**src/rtl/glb_sram_cfg_jtag_bridge_pkg.sv**
```systemverilog
// Shared types and width defaults for the JTAG-side SRAM-config bridge.
// Optional read timeout is enabled with GLB_SRAM_CFG_RD_TIMEOUT_EN.
package glb_sram_cfg_jtag_bridge_pkg;

    localparam int GLB_ADDR_WIDTH      = 22;
    localparam int CGRA_CFG_DATA_WIDTH = 32;
    localparam int GLB_RD_TIMEOUT      = 255;

    typedef enum logic [2:0] {
        IDLE,
        WR,
        RD,
        RD_WAIT,
        RESP
    } sram_cfg_bridge_state_t;

endpackage

```
**src/rtl/cfg_ifc.sv**
```systemverilog
// SRAM-config chain port: write/read request pulses out, read return in.
// Used by the bridge as master into tile 0's west port.
interface cfg_ifc
    import glb_sram_cfg_jtag_bridge_pkg::*;
#(
    parameter int AW = GLB_ADDR_WIDTH,
    parameter int DW = CGRA_CFG_DATA_WIDTH
);
    logic          wr_en;
    logic          wr_clk_en;
    logic [AW-1:0] wr_addr;
    logic [DW-1:0] wr_data;
    logic          rd_en;
    logic          rd_clk_en;
    logic [AW-1:0] rd_addr;
    logic [DW-1:0] rd_data;
    logic          rd_data_valid;

    modport master (
        output wr_en, wr_clk_en, wr_addr, wr_data,
        output rd_en, rd_clk_en, rd_addr,
        input  rd_data, rd_data_valid
    );

    modport slave (
        input  wr_en, wr_clk_en, wr_addr, wr_data,
        input  rd_en, rd_clk_en, rd_addr,
        output rd_data, rd_data_valid
    );
endinterface

```
**src/rtl/glb_sram_cfg_jtag_bridge_rd_timer.sv**
```systemverilog
// Read-return watchdog counter; only built with GLB_SRAM_CFG_RD_TIMEOUT_EN.
// expired_o flags the cycle whose increment reaches RD_TIMEOUT.
module glb_cfg_rd_timer #(
    parameter int RD_TIMEOUT = 255
) (
    input  logic clk,
    input  logic reset_n,
    input  logic clear_i,
    input  logic en_i,
    output logic expired_o
);
    localparam int TW = $clog2(RD_TIMEOUT + 1);

    logic [TW-1:0] cnt_q, cnt_d;

    always_comb begin
        cnt_d = cnt_q;
        if (clear_i) begin
            cnt_d = '0;
        end else if (en_i && (cnt_q != TW'(RD_TIMEOUT))) begin
            cnt_d = cnt_q + TW'(1);
        end
    end

    assign expired_o = (cnt_q == TW'(RD_TIMEOUT - 1));

    always_ff @(posedge clk or negedge reset_n) begin
        if (!reset_n) begin
            cnt_q <= '0;
        end else begin
            cnt_q <= cnt_d;
        end
    end
endmodule

```
**src/rtl/glb_sram_cfg_jtag_bridge.sv**
```systemverilog
// JTAG/axi-lite cfg request -> tile SRAM-config chain feeder, one txn in flight.
// Define GLB_SRAM_CFG_RD_TIMEOUT_EN to give up on reads after RD_TIMEOUT cycles.
module glb_sram_cfg_jtag_bridge
    import glb_sram_cfg_jtag_bridge_pkg::*;
#(
    parameter int ADDR_WIDTH = GLB_ADDR_WIDTH,
    parameter int DATA_WIDTH = CGRA_CFG_DATA_WIDTH,
    parameter int RD_TIMEOUT = GLB_RD_TIMEOUT
) (
    input  logic                  clk,
    input  logic                  reset_n,
    input  logic                  req_valid,
    output logic                  req_ready,
    input  logic                  req_write,
    input  logic [ADDR_WIDTH-1:0] req_addr,
    input  logic [DATA_WIDTH-1:0] req_wdata,
    output logic                  rsp_valid,
    input  logic                  rsp_ready,
    output logic [DATA_WIDTH-1:0] rsp_rdata,
    output logic                  rsp_err,
    cfg_ifc.master                if_sram_cfg_m,
    output logic                  stale_rsp
);
    if ((RD_TIMEOUT < 1) || (RD_TIMEOUT > 65535)) begin : g_bad_timeout
        $error("RD_TIMEOUT must be in 1..65535");
    end

    sram_cfg_bridge_state_t state_q, state_d;

    logic                  req_ready_q;
    logic                  rsp_valid_q, rsp_valid_d;
    logic                  rsp_err_q, rsp_err_d;
    logic [DATA_WIDTH-1:0] rsp_rdata_q, rsp_rdata_d;
    logic                  wr_en_q, wr_en_d;
    logic [ADDR_WIDTH-1:0] wr_addr_q, wr_addr_d;
    logic [DATA_WIDTH-1:0] wr_data_q, wr_data_d;
    logic                  rd_en_q, rd_en_d;
    logic [ADDR_WIDTH-1:0] rd_addr_q, rd_addr_d;
    logic                  stale_q;

`ifdef GLB_SRAM_CFG_RD_TIMEOUT_EN
    logic tmr_clr, tmr_en, tmr_expired;

    glb_cfg_rd_timer #(
        .RD_TIMEOUT (RD_TIMEOUT)
    ) u_rd_timer (
        .clk       (clk),
        .reset_n   (reset_n),
        .clear_i   (tmr_clr),
        .en_i      (tmr_en),
        .expired_o (tmr_expired)
    );
`else
    logic tmr_expired;
    assign tmr_expired = 1'b0;
`endif

    always_comb begin
        state_d     = state_q;
        rsp_valid_d = rsp_valid_q;
        rsp_err_d   = rsp_err_q;
        rsp_rdata_d = rsp_rdata_q;
        wr_en_d     = 1'b0;
        wr_addr_d   = '0;
        wr_data_d   = '0;
        rd_en_d     = 1'b0;
        rd_addr_d   = '0;
`ifdef GLB_SRAM_CFG_RD_TIMEOUT_EN
        tmr_clr     = 1'b0;
        tmr_en      = 1'b0;
`endif
        unique case (state_q)
            IDLE: begin
                if (req_valid && req_ready_q) begin
                    if (req_write) begin
                        state_d   = WR;
                        wr_en_d   = 1'b1;
                        wr_addr_d = req_addr;
                        wr_data_d = req_wdata;
                    end else begin
                        state_d   = RD;
                        rd_en_d   = 1'b1;
                        rd_addr_d = req_addr;
                    end
                end
            end
            WR: begin
                state_d     = RESP;
                rsp_valid_d = 1'b1;
                rsp_err_d   = 1'b0;
                rsp_rdata_d = '0;
            end
            RD: begin
                state_d = RD_WAIT;
`ifdef GLB_SRAM_CFG_RD_TIMEOUT_EN
                tmr_clr = 1'b1;
`endif
            end
            RD_WAIT: begin
                // A return landing on the expiry cycle still counts as data.
                if (if_sram_cfg_m.rd_data_valid) begin
                    state_d     = RESP;
                    rsp_valid_d = 1'b1;
                    rsp_err_d   = 1'b0;
                    rsp_rdata_d = if_sram_cfg_m.rd_data;
                end else begin
`ifdef GLB_SRAM_CFG_RD_TIMEOUT_EN
                    tmr_en = 1'b1;
`endif
                    if (tmr_expired) begin
                        state_d     = RESP;
                        rsp_valid_d = 1'b1;
                        rsp_err_d   = 1'b1;
                        rsp_rdata_d = '0;
                    end
                end
            end
            RESP: begin
                if (rsp_ready) begin
                    state_d     = IDLE;
                    rsp_valid_d = 1'b0;
                    rsp_err_d   = 1'b0;
                    rsp_rdata_d = '0;
                end
            end
            default: state_d = IDLE;
        endcase
    end

    always_ff @(posedge clk or negedge reset_n) begin
        if (!reset_n) begin
            state_q     <= IDLE;
            req_ready_q <= 1'b0;
            rsp_valid_q <= 1'b0;
            rsp_err_q   <= 1'b0;
            rsp_rdata_q <= '0;
            wr_en_q     <= 1'b0;
            wr_addr_q   <= '0;
            wr_data_q   <= '0;
            rd_en_q     <= 1'b0;
            rd_addr_q   <= '0;
            stale_q     <= 1'b0;
        end else begin
            state_q     <= state_d;
            req_ready_q <= (state_d == IDLE);
            rsp_valid_q <= rsp_valid_d;
            rsp_err_q   <= rsp_err_d;
            rsp_rdata_q <= rsp_rdata_d;
            wr_en_q     <= wr_en_d;
            wr_addr_q   <= wr_addr_d;
            wr_data_q   <= wr_data_d;
            rd_en_q     <= rd_en_d;
            rd_addr_q   <= rd_addr_d;
            stale_q     <= stale_q |
                           (if_sram_cfg_m.rd_data_valid && (state_q != RD_WAIT));
        end
    end

    assign req_ready = req_ready_q;
    assign rsp_valid = rsp_valid_q;
    assign rsp_err   = rsp_err_q;
    assign rsp_rdata = rsp_rdata_q;
    assign stale_rsp = stale_q;

    assign if_sram_cfg_m.wr_en     = wr_en_q;
    assign if_sram_cfg_m.wr_clk_en = 1'b1;
    assign if_sram_cfg_m.wr_addr   = wr_addr_q;
    assign if_sram_cfg_m.wr_data   = wr_data_q;
    assign if_sram_cfg_m.rd_en     = rd_en_q;
    assign if_sram_cfg_m.rd_clk_en = 1'b1;
    assign if_sram_cfg_m.rd_addr   = rd_addr_q;
endmodule

```
**src/flat_wrapper.sv**
```systemverilog
// flat-port wrapper written by rule: the top's interface ports become plain ports
module glb_sram_cfg_jtag_bridge_flat import glb_sram_cfg_jtag_bridge_pkg::*;
#(
    parameter int ADDR_WIDTH = GLB_ADDR_WIDTH,
    parameter int DATA_WIDTH = CGRA_CFG_DATA_WIDTH,
    parameter int RD_TIMEOUT = GLB_RD_TIMEOUT
)
  (clk, reset_n, req_valid, req_ready, req_write, req_addr, req_wdata, rsp_valid, rsp_ready, rsp_rdata, rsp_err, stale_rsp, if_sram_cfg_m_wr_en, if_sram_cfg_m_wr_clk_en, if_sram_cfg_m_wr_addr, if_sram_cfg_m_wr_data, if_sram_cfg_m_rd_en, if_sram_cfg_m_rd_clk_en, if_sram_cfg_m_rd_addr, if_sram_cfg_m_rd_data, if_sram_cfg_m_rd_data_valid);
  cfg_ifc #(.AW((22)), .DW((32))) if_sram_cfg_m_i ();
  input  logic clk;
  input  logic reset_n;
  input  logic req_valid;
  output logic req_ready;
  input  logic req_write;
  input  logic [ADDR_WIDTH-1:0] req_addr;
  input  logic [DATA_WIDTH-1:0] req_wdata;
  output logic rsp_valid;
  input  logic rsp_ready;
  output logic [DATA_WIDTH-1:0] rsp_rdata;
  output logic rsp_err;
  output logic stale_rsp;
  output wire logic [$bits(if_sram_cfg_m_i.wr_en)-1:0] if_sram_cfg_m_wr_en;
  output wire logic [$bits(if_sram_cfg_m_i.wr_clk_en)-1:0] if_sram_cfg_m_wr_clk_en;
  output wire logic [$bits(if_sram_cfg_m_i.wr_addr)-1:0] if_sram_cfg_m_wr_addr;
  output wire logic [$bits(if_sram_cfg_m_i.wr_data)-1:0] if_sram_cfg_m_wr_data;
  output wire logic [$bits(if_sram_cfg_m_i.rd_en)-1:0] if_sram_cfg_m_rd_en;
  output wire logic [$bits(if_sram_cfg_m_i.rd_clk_en)-1:0] if_sram_cfg_m_rd_clk_en;
  output wire logic [$bits(if_sram_cfg_m_i.rd_addr)-1:0] if_sram_cfg_m_rd_addr;
  input wire logic [$bits(if_sram_cfg_m_i.rd_data)-1:0] if_sram_cfg_m_rd_data;
  input wire logic [$bits(if_sram_cfg_m_i.rd_data_valid)-1:0] if_sram_cfg_m_rd_data_valid;
  assign if_sram_cfg_m_wr_en = if_sram_cfg_m_i.wr_en;
  assign if_sram_cfg_m_wr_clk_en = if_sram_cfg_m_i.wr_clk_en;
  assign if_sram_cfg_m_wr_addr = if_sram_cfg_m_i.wr_addr;
  assign if_sram_cfg_m_wr_data = if_sram_cfg_m_i.wr_data;
  assign if_sram_cfg_m_rd_en = if_sram_cfg_m_i.rd_en;
  assign if_sram_cfg_m_rd_clk_en = if_sram_cfg_m_i.rd_clk_en;
  assign if_sram_cfg_m_rd_addr = if_sram_cfg_m_i.rd_addr;
  assign if_sram_cfg_m_i.rd_data = if_sram_cfg_m_rd_data;
  assign if_sram_cfg_m_i.rd_data_valid = if_sram_cfg_m_rd_data_valid;
  glb_sram_cfg_jtag_bridge #(.ADDR_WIDTH(ADDR_WIDTH), .DATA_WIDTH(DATA_WIDTH), .RD_TIMEOUT(RD_TIMEOUT)) u_core (.clk(clk), .reset_n(reset_n), .req_valid(req_valid), .req_ready(req_ready), .req_write(req_write), .req_addr(req_addr), .req_wdata(req_wdata), .rsp_valid(rsp_valid), .rsp_ready(rsp_ready), .rsp_rdata(rsp_rdata), .rsp_err(rsp_err), .if_sram_cfg_m(if_sram_cfg_m_i), .stale_rsp(stale_rsp));
endmodule
```
**config.mk**
```make
export PLATFORM = sky130hd
export DESIGN_NAME = glb_sram_cfg_jtag_bridge_flat
export DESIGN_NICKNAME = d
export VERILOG_FILES = /design/src/rtl/glb_sram_cfg_jtag_bridge_pkg.sv /design/src/rtl/cfg_ifc.sv /design/src/rtl/glb_sram_cfg_jtag_bridge_rd_timer.sv /design/src/rtl/glb_sram_cfg_jtag_bridge.sv /design/src/flat_wrapper.sv
export SDC_FILE = /design/constraint.sdc
export NUM_CORES = 1
export LEC_CHECK = 0
export ABC_AREA = 1
export CAP_MARGIN = 30
export CORE_MARGIN = 10
export CORE_UTILIZATION = 36
export CTS_CLUSTER_DIAMETER = 120
export DETAILED_ROUTE_END_ITERATION = 12
export GPL_TIMING_DRIVEN = 0
export HOLD_SLACK_MARGIN = 0.15
export PLACE_DENSITY = 0.77
export RECOVER_POWER = 50
export SETUP_SLACK_MARGIN = 0.02
export SLEW_MARGIN = 10
export SYNTH_ARGS = -nofsm -noshare
export SYNTH_HDL_FRONTEND = slang
export SYNTH_SLANG_ARGS = --single-unit
```
**constraint.sdc**
```tcl
create_clock -name clk -period 1.16 [get_ports clk]
set_clock_uncertainty 0.05 [all_clocks]
set_input_delay 0.232 -clock clk [delete_from_list [all_inputs] [get_ports clk]]
set_output_delay 0.232 -clock clk [all_outputs]
set_load 0.01 [all_outputs]
```
---- Word level (Yosys, flattened, before mapping) ----
Cells that the tools add are included.
word-level totals
  flip-flop bits (word level) ............. 117
  bits in latches ......................... 0
  bits in writable memories ............... 0
  ROM bits ................................ 0
  bits of input ports ..................... 92
  logic and storage cells ................. 53
  memories kept ........................... 0
operators by class
  add/sub/neg operators ................... 0
  $mul .................................... 0
  div/mod/pow operators ................... 0
  order comparisons ....................... 0
  equality and inequality tests ........... 7
  shift operators ......................... 0
  mux-type cells .......................... 28
  bitwise logic cells ..................... 1
  reduce and logical (&&, ||, !) cells .... 6
operators by type and width
  kind                  count
  $mux W32              5
  $mux W22              6
  $pmux W32 S3          1
  $pmux W3 S5           1
  $mux W1               9
  $mux W3               3
  $eq A3 B2 Y1 const B  2
  $logic_not A3 Y1      2
  $pmux W1 S3           2
  $ne A2 B2 Y1 const B  2
  $eq A3 B1 Y1 const B  1
  $eq A3 B3 Y1 const B  1
  $ne A3 B2 Y1 const B  1
  $reduce_and A3 Y1     1
  $reduce_bool A3 Y1    1
  $logic_and A1 B1 Y1   2
  $mux W2               1
  $or A1 B1 Y1          1

---- Logic depth before layout (Yosys ltp) ----
  depth after elaboration ................. 4
  mapped depth ............................ 7

---- Least setup slack after synthesis ----
No wires, ideal clock.
  path type ............................... reg2reg
  start ................................... register u_core.state_q[0]
  end ..................................... register u_core.wr_data_q[23], in the netlist u_core.if_sram_cfg_m.wr_data[23]
  setup time .............................. 0.071 ns
  data arrival time ....................... 1.063 ns
  data required time ...................... 1.039 ns
  setup slack ............................. -0.024 ns
  cell stages (with the launch flop) ...... 8
  period minus slack after synthesis ...... 1.184 ns
  path through ............................ dfrtp_1 > inv_1 > nand2_1 > nor2_2 > nand2_1 > buf_4 > buf_4 > nor2_1
on the way
  word-level cells in the longest chain between the ends .. 2
ends and longest elaborated chain
  what                            RTL line                         RTL
  from (decl)                     glb_sram_cfg_jtag_bridge.sv:28   sram_cfg_bridge_state_t state_q, state_d;
  from (signal assigned)          glb_sram_cfg_jtag_bridge.sv:144  state_q <= state_d;
  $logic_not A3 Y1                glb_sram_cfg_jtag_bridge.sv:72   unique case (state_q)
  $mux W32                        glb_sram_cfg_jtag_bridge.sv:72
  named net u_core.wr_data_d[23]  glb_sram_cfg_jtag_bridge.sv:36   logic [DATA_WIDTH-1:0] wr_data_q, wr_data_d;
  to (signal assigned)            glb_sram_cfg_jtag_bridge.sv:151  wr_data_q <= wr_data_d;
  to (decl)                       glb_sram_cfg_jtag_bridge.sv:36
The timed path passes the listed nets, and every way through them passes these cells.
A chain may end at the register's enable or synchronous reset.

---- Worst setup path in the final report ----
  start ................................... register u_core.state_q[0]
  end ..................................... register u_core.rsp_rdata_q[28], in the netlist u_core.rsp_rdata[28]
on the way
  word-level cells in the longest chain between the ends .. 3
  elaborated cells between the ends (all ways) .. 8
  those cells by class .................... 5 x eq/ne; 1 x mux; 2 x reduce/logical
ends and longest elaborated chain
  what                                                          RTL line                         RTL
  $eq A3 B2 Y1 (tied with other cells)                          glb_sram_cfg_jtag_bridge.sv:72
  $ne A2 B2 Y1 (no line) or $reduce_bool A3 Y1 (tied branches)  --
  $reduce_and A3 Y1 (no line)                                   --
  to (signal assigned)                                          glb_sram_cfg_jtag_bridge.sv:148  rsp_rdata_q <= rsp_rdata_d;
  to (decl)                                                     glb_sram_cfg_jtag_bridge.sv:33   logic [DATA_WIDTH-1:0] rsp_rdata_q, rsp_rdata_d;
Several ways; a longest one is shown, not always the timed one.

==> out/metrics.yaml <==
cp_data_required_time_ps: 1380
synthToLayoutAreaGrowth_pct: 92.7
crit_path_cell_trace: "buf_6, nand2_4, nor2_4, nand2_2, clkinv_4, buf_6, nand2_1, nand2_1"
yosys.area.top_type: "dfrtp_1"
critPathMaxFanout: 8
fin_ws_ps: -198
fp.dieH_um: 126
netlist.area_leader.share_pct: 71.6
crit_path_end_kind: "register"
syn-instance-count: 398
cts_buffers: 17
violations: "negative setup slack"
synth-seq-cells: 116
min_period_ps: 1360
p_leak_uw: 0.00424
io_buffers: 204
netlist_top_cells_area: "dfrtp_1 72%, nand2_1 10%, nor2_1 7.4%, inv_1 5.6%, buf_4 1.7%"
ant_nets: 0
finalSetupViolCount: 196
grt_pass1_vias: 3782
grt_max_degree: 68
irDropWorstVdd_uv: 986
clkSlewWorstSetupHoldPaths_ps: 50
antenna_found_initial: 0
hold_viol: 0
maxCapViolCount: 0
ios: 208
arrival_ps: 1580
crit_path_start_kind: "register"
syn_avg_cell_area_um2: 10.2
status: "finished with violations"
initial_utilization_pct: 37.1
clock_latency_ps: 380
synth_seq_area_share_pct: 71.6
crit_buf_inv: 3
synth_area_um2: 4060
worst_slew_pin_slew_ps: 1280
finalMaxSlewViolations: 0
final_nets: 765
synth.distinct_cells: 15
fin_crit_sh_pct: 117
vias_per_cell: 4.33
powerDensity_nw_per_um2: 1850
rsz0062_at_grt: "yes"
totalWireLength_um: 14000
num_vias: 3569
drive_above_1_share_pct: 46.9
grt_pass1_wl_um: 20800
drc: 0
cp_top_family: "flip-flops"
p_total_uw: 14500
grt_use_total_pct: 16.5
initialDrtViolationCount: 143
coreArea_um2: 10900
wire_per_inst_um: 17.0
max_stage_delay_ps: 450
r2r_slack_ps: -200
cts_sinks: 116
max_freq_mhz: 737
grt_overflow_total: 0
yosysWarnings: 0
hold_class: "in -> async"
gp_congestion: 0.800
cts_buffer_depth: 2
relSlewSlack_pct: 14.9
antenna_cells: 0
worstSetupPathType: "reg -> reg"
holdWs_ps: 65.0
drt-pass1-iter-count: 4
hpwl_um: 9520
num_rows: 38
cts_tree: "done"
die_x_um: 126
dieArea_um2: 15900
cts_max_level: 4
cpMaxStageDelayCell: "dfrtp_2"
cts_root_buf: "clkbuf_16"
[layer usage]
metal  wire length, um  track usage (%)  up-vias
met4               287             5.96        0
met2              7440             28.1      136
met3              1260             8.31       20
met1              5020             17.3     1726
met5                 0                0        -
li1                  -                -     1687
[registers in the layout, indices dropped and copies added (netlist names)]
register and cells:
u_core.if_sram_cfg_m.rd_en 1, u_core.if_sram_cfg_m.rd_addr 22, u_core.if_sram_cfg_m.wr_data 32, u_core.if_sram_cfg_m.wr_addr 22
u_core.state_q 3, u_core.stale_rsp 1, u_core.if_sram_cfg_m.wr_en 1, u_core.rsp_valid 1
u_core.req_ready 1, u_core.rsp_rdata 32
[through the flow]
stage / std cells / area, um2 / setup TNS (ps) / utilization, % / worst slack (ps)
floorplan: 399 / 4070 / 0 / - / 0.556
global placement: 743 / 6290 / -550010 / 57.5 / -4490
detailed placement: 744 / 6320 / -33390 / 57.8 / -441
CTS: 806 / 7180 / -16820 / 65.6 / -158
global route: 824 / 7820 / -39010 / 71.5 / -268
finish: 824 / 7820 / -15690 / 71.5 / -198
[kinds of logic after synthesis]
logic type / share of synthesized area (%)
and+or+nand+nor: 18.9
DFF: 71.6
AOI/OAI and AO/OA: 0.370
other: 0.185
buffers and inverters: 9.01
[timing repair]
item | 4_1_cts | 5_1_grt
pin swaps | 12 | 30
endpoints found under the setup margin | 227 | 228
hold endpoints to repair | 49 | 49
cloned | 8 | 1
buffers inserted | 24 | 17
gates resized for setup | 608 | 123
[layout by cell type, fill, tap and decap left out, types with 4 or more instances in the layout]
| master | n |
|---|---|
| buf_2 | 27 |
| buf_4 | 38 |
| buf_6 | 104 |
| buf_8 | 5 |
| clkbuf_1 | 4 |
| clkbuf_16 | 18 |
| clkdlybuf4s50_1 | 90 |
| clkinv_2 | 6 |
| dfrtp_1 | 113 |
| inv_1 | 57 |
| inv_2 | 4 |
| nand2_1 | 52 |
| nand2_2 | 51 |
| nand2_4 | 6 |
| nor2_1 | 38 |
| nor2_2 | 17 |
| nor2_4 | 27 |
[cell usage after synthesis (all sizes together)]
library cell	instances
o21bai	1
nor2	82
nand3	5
nand3b	1
nand2	111
inv	62
conb	2
o211ai	1
buf	17
dfrtp	116
[power breakdown]
part	switching [uW]	total [uW]	leakage [uW]	internal, uW
Clock	1620	4470	0.000259	2850
Combinational	2180	4830	0.00239	2650
Sequential	443	5160	0.00159	4720
Total	4250	14500	0.00424	10200
[area by class of cell]
type | count | area (um2)
clock buffers | 24 | 482
clock inverters | 6 | 30.0
flip-flops and latches | 116 | 2910
inverters | 62 | 238
multi-input cells | 204 | 1240
repair buffers | 255 | 2530
well taps | 140 | 175
plain buffers | 17 | 209
fillers | 814 | 3120
[path summary, 6_finish.rpt]
path	startpoint	endpoint	depth (start not counted)
worst max-delay path	u_core.state_q[0]	u_core.rsp_rdata[28]	8
worst min register to register	u_core.rsp_rdata[4]	u_core.rsp_rdata[4]	2
worst min-delay path	reset_n	u_core.rsp_rdata[17]	1
worst max register to register	u_core.state_q[0]	u_core.rsp_rdata[28]	8
min in group clk	req_wdata[1]	u_core.if_sram_cfg_m.wr_data[1]	3
max in group asynchronous	reset_n	u_core.state_q[0]	2
No activity file was read; power rests on OpenSTA's default activity.
